## config.mk

```make
export PLATFORM = sky130hd
export DESIGN_NAME = cpu_clock_controller
export DESIGN_NICKNAME = d
export VERILOG_FILES = /design/src/rtl/cpu_clock_controller.sv
export SDC_FILE = /design/constraint.sdc
export NUM_CORES = 1
export LEC_CHECK = 0
export ABC_AREA = 1
export CAP_MARGIN = 20
export CORE_UTILIZATION = 35
export DETAILED_ROUTE_END_ITERATION = 12
export DONT_BUFFER_PORTS = 1
export GPL_ROUTABILITY_DRIVEN = 0
export GPL_TIMING_DRIVEN = 0
export PLACE_DENSITY = 0.5
export SYNTH_ARGS = -nofsm -noshare
export SYNTH_HDL_FRONTEND = slang
export SYNTH_SLANG_ARGS = --single-unit
```

## constraint.sdc

```tcl
create_clock -name clock -period 2.05 [get_ports clock]
set_input_delay 0.5125 -clock clock [delete_from_list [all_inputs] [get_ports clock]]
set_output_delay 0.5125 -clock clock [all_outputs]
set_load 0.02 [all_outputs]
```

## src/rtl/cpu_clock_controller.sv

```systemverilog
// cpu_clock_controller: produces a one-cycle CPU clock-enable (cpu_en) from
// the board clock at a programmable divide ratio. The CPU stays on the board
// clock and is gated by cpu_en.
//
// Modes: HALT, RUN, single STEP and N-step BURST, for board-level debug.
// out_clock toggles on every cpu_en so an LED can show the CPU running.
//
// Optional feature: define CPU_CLOCK_CONTROLLER_STEP_SYNC_EN to pass step_req
// through a 2-flop synchronizer and a rising-edge detector. One press then
// gives one trigger. Without the macro, step_req must come from a synchronous
// source, and every cycle in which it is high is a trigger.
module cpu_clock_controller #(
  parameter int          DIV_WIDTH   = 32,
  parameter int unsigned DEFAULT_DIV = 12500000,
  parameter int          STEP_WIDTH  = 16
) (
  input  logic                  clock,
  input  logic                  reset,
  input  logic                  div_load,
  input  logic [DIV_WIDTH-1:0]  div_value,
  input  logic [1:0]            mode,
  input  logic                  step_req,
  input  logic [STEP_WIDTH-1:0] burst_len,
  input  logic                  cpu_halt_req,
  output logic                  cpu_en,
  output logic                  out_clock,
  output logic                  busy,
  output logic [STEP_WIDTH-1:0] step_count,
  output logic [1:0]            state_dbg
);

  localparam logic [1:0] MODE_RUN   = 2'b01;
  localparam logic [1:0] MODE_STEP  = 2'b10;
  localparam logic [1:0] MODE_BURST = 2'b11;

  typedef enum logic [1:0] {
    ST_HALTED   = 2'd0,
    ST_RUN      = 2'd1,
    ST_STEP_ARM = 2'd2,
    ST_BURST    = 2'd3
  } state_t;

  state_t                state, state_next;
  logic [DIV_WIDTH-1:0]  div_reg;
  logic [DIV_WIDTH-1:0]  count, count_next;
  logic [STEP_WIDTH-1:0] remaining, remaining_next;
  logic                  tick;
  logic                  en_next;
  logic                  trigger;

  assign state_dbg = state;

`ifdef CPU_CLOCK_CONTROLLER_STEP_SYNC_EN
  logic sync1, sync2, sync_prev;

  // Two-flop synchronizer plus a delayed copy used for the rising-edge detect.
  always_ff @(posedge clock or negedge reset) begin
    if (!reset) begin
      sync1     <= 1'b0;
      sync2     <= 1'b0;
      sync_prev <= 1'b0;
    end else begin
      sync1     <= step_req;
      sync2     <= sync1;
      sync_prev <= sync2;
    end
  end

  assign trigger = sync2 & ~sync_prev;
`else
  assign trigger = step_req;
`endif

  // Tick, enable and next-state logic. A tick is suppressed on a div_load
  // cycle, and its enable is suppressed by a coincident cpu_halt_req.
  always_comb begin
    tick           = (state != ST_HALTED) && (count == div_reg) && !div_load;
    en_next        = tick && !cpu_halt_req;
    state_next     = state;
    remaining_next = remaining;

    if (div_load || (state == ST_HALTED) || (count == div_reg)) begin
      count_next = '0;
    end else begin
      count_next = count + DIV_WIDTH'(1);
    end

    case (state)
      ST_HALTED: begin
        if (mode == MODE_RUN) begin
          state_next = ST_RUN;
        end else if (trigger && (mode == MODE_STEP)) begin
          state_next = ST_STEP_ARM;
        end else if (trigger && (mode == MODE_BURST) && (burst_len != '0)) begin
          state_next     = ST_BURST;
          remaining_next = burst_len;
        end
      end
      ST_RUN: begin
        if (cpu_halt_req || (mode != MODE_RUN)) begin
          state_next     = ST_HALTED;
          remaining_next = '0;
        end
      end
      ST_STEP_ARM: begin
        if (cpu_halt_req || tick) begin
          state_next     = ST_HALTED;
          remaining_next = '0;
        end
      end
      ST_BURST: begin
        if (cpu_halt_req) begin
          state_next     = ST_HALTED;
          remaining_next = '0;
        end else if (tick) begin
          remaining_next = remaining - STEP_WIDTH'(1);
          if (remaining == STEP_WIDTH'(1)) begin
            state_next = ST_HALTED;
          end
        end
      end
      default: begin
        state_next     = ST_HALTED;
        remaining_next = '0;
      end
    endcase
  end

  // State, divider, counters and registered outputs.
  always_ff @(posedge clock or negedge reset) begin
    if (!reset) begin
      state      <= ST_HALTED;
      div_reg    <= DIV_WIDTH'(DEFAULT_DIV);
      count      <= '0;
      remaining  <= '0;
      cpu_en     <= 1'b0;
      out_clock  <= 1'b0;
      busy       <= 1'b0;
      step_count <= '0;
    end else begin
      state     <= state_next;
      count     <= count_next;
      remaining <= remaining_next;
      cpu_en    <= en_next;
      busy      <= (state_next != ST_HALTED);
      if (div_load) begin
        div_reg <= div_value;
      end
      if (en_next) begin
        out_clock  <= ~out_clock;
        step_count <= step_count + STEP_WIDTH'(1);
      end
    end
  end

endmodule

```

==> impl_metrics.toml <==
[status]
outcome = "finished with violations"
violated_checks = "negative hold slack"

[worst_setup_path]
cp_slowest_cell = "sky130_fd_sc_hd__dfrtp_1"
startpoint_types = "flop"
ff2ff_path_depth = 11
critPathTopFamily = "simple AND/OR/NAND/NOR gates"
timing.rr.start = "count[12]$_DFF_PN0_"
path_cells = "inv_2, nand2_1, nand2_1, nand2_1, nor2_1, nand2_2, nor2_4, nand2_2, nand2_1, buf_2, nor3_1"
setup.worst_path.class = "reg2reg"
critical_path.max_fanout = 10
worstSetupEndpointType = "flop"
timing.rr.end = "count[21]$_DFF_PN0_"
path_buf_inv = 2
path_common_cell = "sky130_fd_sc_hd__nand2_1"
cp_data_required_time_ns = 2.28
r2r_setup_slack_ns = 0.12
slowest_delay_ns = 0.44
critPathArrivalTime_ns = 2.15

[synthesis]
synth_cell_types = 37
post_synth_instance_area_um2 = 5740
synth_fp_nets = 790
ys_seq_elements = 101
synth_cells = 731
yosys_warnings = 0
sequential_share_of_the_synthesized_area_pct = 44.3
avgSynthCellArea_um2 = 7.85

[clock_network]
numCtsBuffers = 9
cts.root.buffer_cell = "sky130_fd_sc_hd__clkbuf_16"
worst_skew_pair.late_latency_ns = 0.35
htreeDepth = 3
clk_transition_reported_paths_ns = 0.07
clock_tree.buffer_depth = 2
cts_tree = "built"
numClockSinks = 101

[power_and_ir_drop]
vdd.ir_drop.worst_v = 0.000501
cell_internal_pwr_mw = 3.64
cellLeakagePower_nw = 2.73
p_sw_share_pct = 35.1
power_per_cell_area_nw_per_um2 = 874
power.share.sequential_pct = 44.2
clock_power_share_pct = 28.3
switching_power_mw = 1.96
combPwrFrac_pct = 27.5
post-layout-total-power_mw = 5.60

[floorplanning]
core_region_area_um2 = 15900
die_width_um = 130
pin_count = 76
die_h_um = 130
design.die.area_um2 = 16900
row_count = 46
floorplan.initialDensity_pct = 36.0

[routing]
remaining_drc_errors = 0
routed_via_density = 4.82
post_detailed_route_count_of_antenna_violating_nets = 0
routed-via-count = 4685
detail_route.iter0.violations = 191
route.detailed.wl_per_inst_um = 14.7
totalWireLength_um = 14300
drtPass1Iterations = 5

[layout]
final_cells = 972
final_net_count = 810
postLayoutCellArea_um2 = 6410
number_of_diodes_added_for_antenna_fixing = 0
share_of_final_layout_standard_cells_stronger_than_drive_strength_1_pct = 12.3
area_growth_syn_to_layout_pct = 11.7

[job]
cap_viol_max_count = 0

[placement]
place.port_buffers = 0
post_place_cells = 947
place_area_um2 = 6010
detailed_place_hpwl_um = 10800

[sta]
setup_viol_count_final = 0
holdWs_ns = -0.134
max_slew_headroom_at_the_worst_pin_pct = 61.3
finalSetupTns_ns = 0
final_min_period_over_clock_period_pct = 94.0
total_count_of_hold_check_failures_in_the_final_report = 89
timing.final.crit_period_ns = 1.93
layout_skew_ns = 0.00732
timing_max_transition_violations_final = 0
grt_setup_unrepaired = "yes"
timing_worst_slew_pin_value_ns = 0.581
max_freq_ghz = 0.519

[global_routing]
grt_pass1_wl_um = 22900
antenna_found_initial = 0
grt_start_max_net_pins = 102
grt_overflow = 0
grt_pass1_vias = 4490
grt_util_all_layers_pct = 17.9

[worst_hold_path]
min_path_type = "in2async"
-- worst max-delay path by stage --
stage / startpoint / endpoint / slack [ns] / cells after the start
after floorplan: count[0]$_DFF_PN0_ / count[18]$_DFF_PN0_ / 0.36 / 11
after global placement: count[12]$_DFF_PN0_ / remaining[9]$_DFFE_PN0P_ / -0.03 / 13
after detailed placement: count[12]$_DFF_PN0_ / remaining[15]$_DFFE_PN0P_ / -0.04 / 13
after CTS: count[1]$_DFF_PN0_ / remaining[7]$_DFFE_PN0P_ / 0.04 / 13
after global routing: div_reg[23]$_DFFE_PN1P_ / step_count[13]$_DFFE_PN0P_ / -0.007 / 11
final: count[12]$_DFF_PN0_ / count[21]$_DFF_PN0_ / 0.12 / 11
-- cells in the mapped netlist --
library cell,count,area [µm²]
sky130_fd_sc_hd__a21oi_1,10,50.1
sky130_fd_sc_hd__a31oi_1,4,25.0
sky130_fd_sc_hd__a32o_1,1,10.0
sky130_fd_sc_hd__and3_1,1,6.26
sky130_fd_sc_hd__buf_2,5,25.0
sky130_fd_sc_hd__buf_4,2,15.0
sky130_fd_sc_hd__buf_6,3,33.8
sky130_fd_sc_hd__clkbuf_1,6,22.5
sky130_fd_sc_hd__dfrtp_1,89,2230
sky130_fd_sc_hd__dfstp_2,12,315
sky130_fd_sc_hd__ha_1,4,50.1
sky130_fd_sc_hd__inv_1,73,274
sky130_fd_sc_hd__inv_2,3,11.3
sky130_fd_sc_hd__inv_4,1,6.26
sky130_fd_sc_hd__mux2_2,18,203
sky130_fd_sc_hd__nand2_1,207,777
sky130_fd_sc_hd__nand2_2,3,18.8
sky130_fd_sc_hd__nand2_4,1,11.3
sky130_fd_sc_hd__nand3_1,35,175
sky130_fd_sc_hd__nand3_4,1,17.5
sky130_fd_sc_hd__nand4_1,16,100
sky130_fd_sc_hd__nor2_1,88,330
sky130_fd_sc_hd__nor2_2,5,31.3
sky130_fd_sc_hd__nor2_4,1,11.3
sky130_fd_sc_hd__nor3_1,28,140
sky130_fd_sc_hd__nor3_2,1,10.0
sky130_fd_sc_hd__nor3b_1,3,22.5
sky130_fd_sc_hd__nor4_1,4,25.0
sky130_fd_sc_hd__o21a_1,2,15.0
sky130_fd_sc_hd__o21ai_0,31,155
sky130_fd_sc_hd__o21ai_2,3,26.3
sky130_fd_sc_hd__o21bai_1,1,7.51
sky130_fd_sc_hd__o22ai_1,5,31.3
sky130_fd_sc_hd__o32ai_1,1,8.76
sky130_fd_sc_hd__or2_2,1,6.26
sky130_fd_sc_hd__xnor2_1,34,298
sky130_fd_sc_hd__xor2_1,28,245
-- layer usage --
layer	part of all wire (%)	vias to the layer above	track usage, %
li1	-	2373	-
met4	1.1	0	4.99
met2	49	115	29.9
met3	5.1	13	4.35
met1	45	2184	22.9
met5	0	-	0
-- cells by family (layout without fill, tap and decap cells) --
logic type	count (synthesis)	count (layout)	share of synthesized area, %
compound gates	58	58	5.73
xor+xnor	62	62	9.46
fa+ha+maj	4	4	0.872
buf+inv	93	118	6.76
flops	101	101	44.3
mux	18	18	3.53
simple gates	395	395	29.3
-- through the flow --
| stage | worst slack (ns) | hold slack (ns) | util (%) |
|---|---|---|---|
| global route | -0.00709 | -0.167 | 40.2 |
| finish | 0.123 | -0.134 | 40.2 |
| CTS | 0.0380 | -0.158 | 39.5 |
| detailed placement | -0.0429 | 0.222 | 37.7 |
| global placement | -0.0331 | 0.223 | 37.7 |
| floorplan | 0.363 | 0.217 | - |
-- layout make-up --
cell class              count  area [µm²]
inverters                  77         292
well taps                 216         270
clock inverters             4        23.8
plain buffers              16         104
multi-input cells         537        2850
clock buffers              12         246
repair buffers              9        80.1
flip-flops and latches    101        2540
fillers                  1655        9530
-- layout by cell type, fill, tap and decap left out, types with 5 or more instances in the layout --
| cell | count |
|---|---|
| sky130_fd_sc_hd__clkbuf_16 | 9 |
| sky130_fd_sc_hd__a21oi_1 | 10 |
| sky130_fd_sc_hd__mux2_2 | 18 |
| sky130_fd_sc_hd__buf_4 | 9 |
| sky130_fd_sc_hd__nor3_1 | 28 |
| sky130_fd_sc_hd__nand3_1 | 34 |
| sky130_fd_sc_hd__nand2_1 | 204 |
| sky130_fd_sc_hd__dfrtp_1 | 88 |
| sky130_fd_sc_hd__o21ai_0 | 31 |
| sky130_fd_sc_hd__nor2_1 | 85 |
| sky130_fd_sc_hd__nand2_2 | 6 |
| sky130_fd_sc_hd__buf_2 | 5 |
| sky130_fd_sc_hd__xnor2_1 | 34 |
| sky130_fd_sc_hd__inv_1 | 72 |
| sky130_fd_sc_hd__dfstp_2 | 12 |
| sky130_fd_sc_hd__xor2_1 | 28 |
| sky130_fd_sc_hd__nor2_4 | 5 |
| sky130_fd_sc_hd__o22ai_1 | 5 |
| sky130_fd_sc_hd__nand4_1 | 16 |
| sky130_fd_sc_hd__clkbuf_1 | 8 |
-- power groups by stage --
stage               Clock, mW  Sequential, mW  Combinational, mW
floorplan                   0            2.44               1.19
global placement            0            2.50               1.51
detailed placement          0            2.50               1.52
CTS                      1.65            2.47               1.53
global route             1.73            2.51               1.75
finish                   1.59            2.47               1.54
-- worst register-to-register path, stage by stage (launching register included) --
cell                      delay (ns)
sky130_fd_sc_hd__dfrtp_1        0.44
sky130_fd_sc_hd__inv_2          0.12
sky130_fd_sc_hd__nand2_1        0.06
sky130_fd_sc_hd__nand2_1        0.05
sky130_fd_sc_hd__nand2_1        0.05
sky130_fd_sc_hd__nor2_1         0.15
sky130_fd_sc_hd__nand2_2        0.12
sky130_fd_sc_hd__nor2_4         0.17
sky130_fd_sc_hd__nand2_2        0.09
sky130_fd_sc_hd__nand2_1        0.16
sky130_fd_sc_hd__buf_2          0.30
sky130_fd_sc_hd__nor3_1         0.10
-- timing repair --
action                                  in CTS  in global routing
buffers inserted                             1                  8
endpoints found under the setup margin      16                 36
hold endpoints to repair                    91                 97
resized for setup                            3                 13
cloned                                       0                  0
pin swaps                                    1                  4
(Power assumes the default switching activity.)
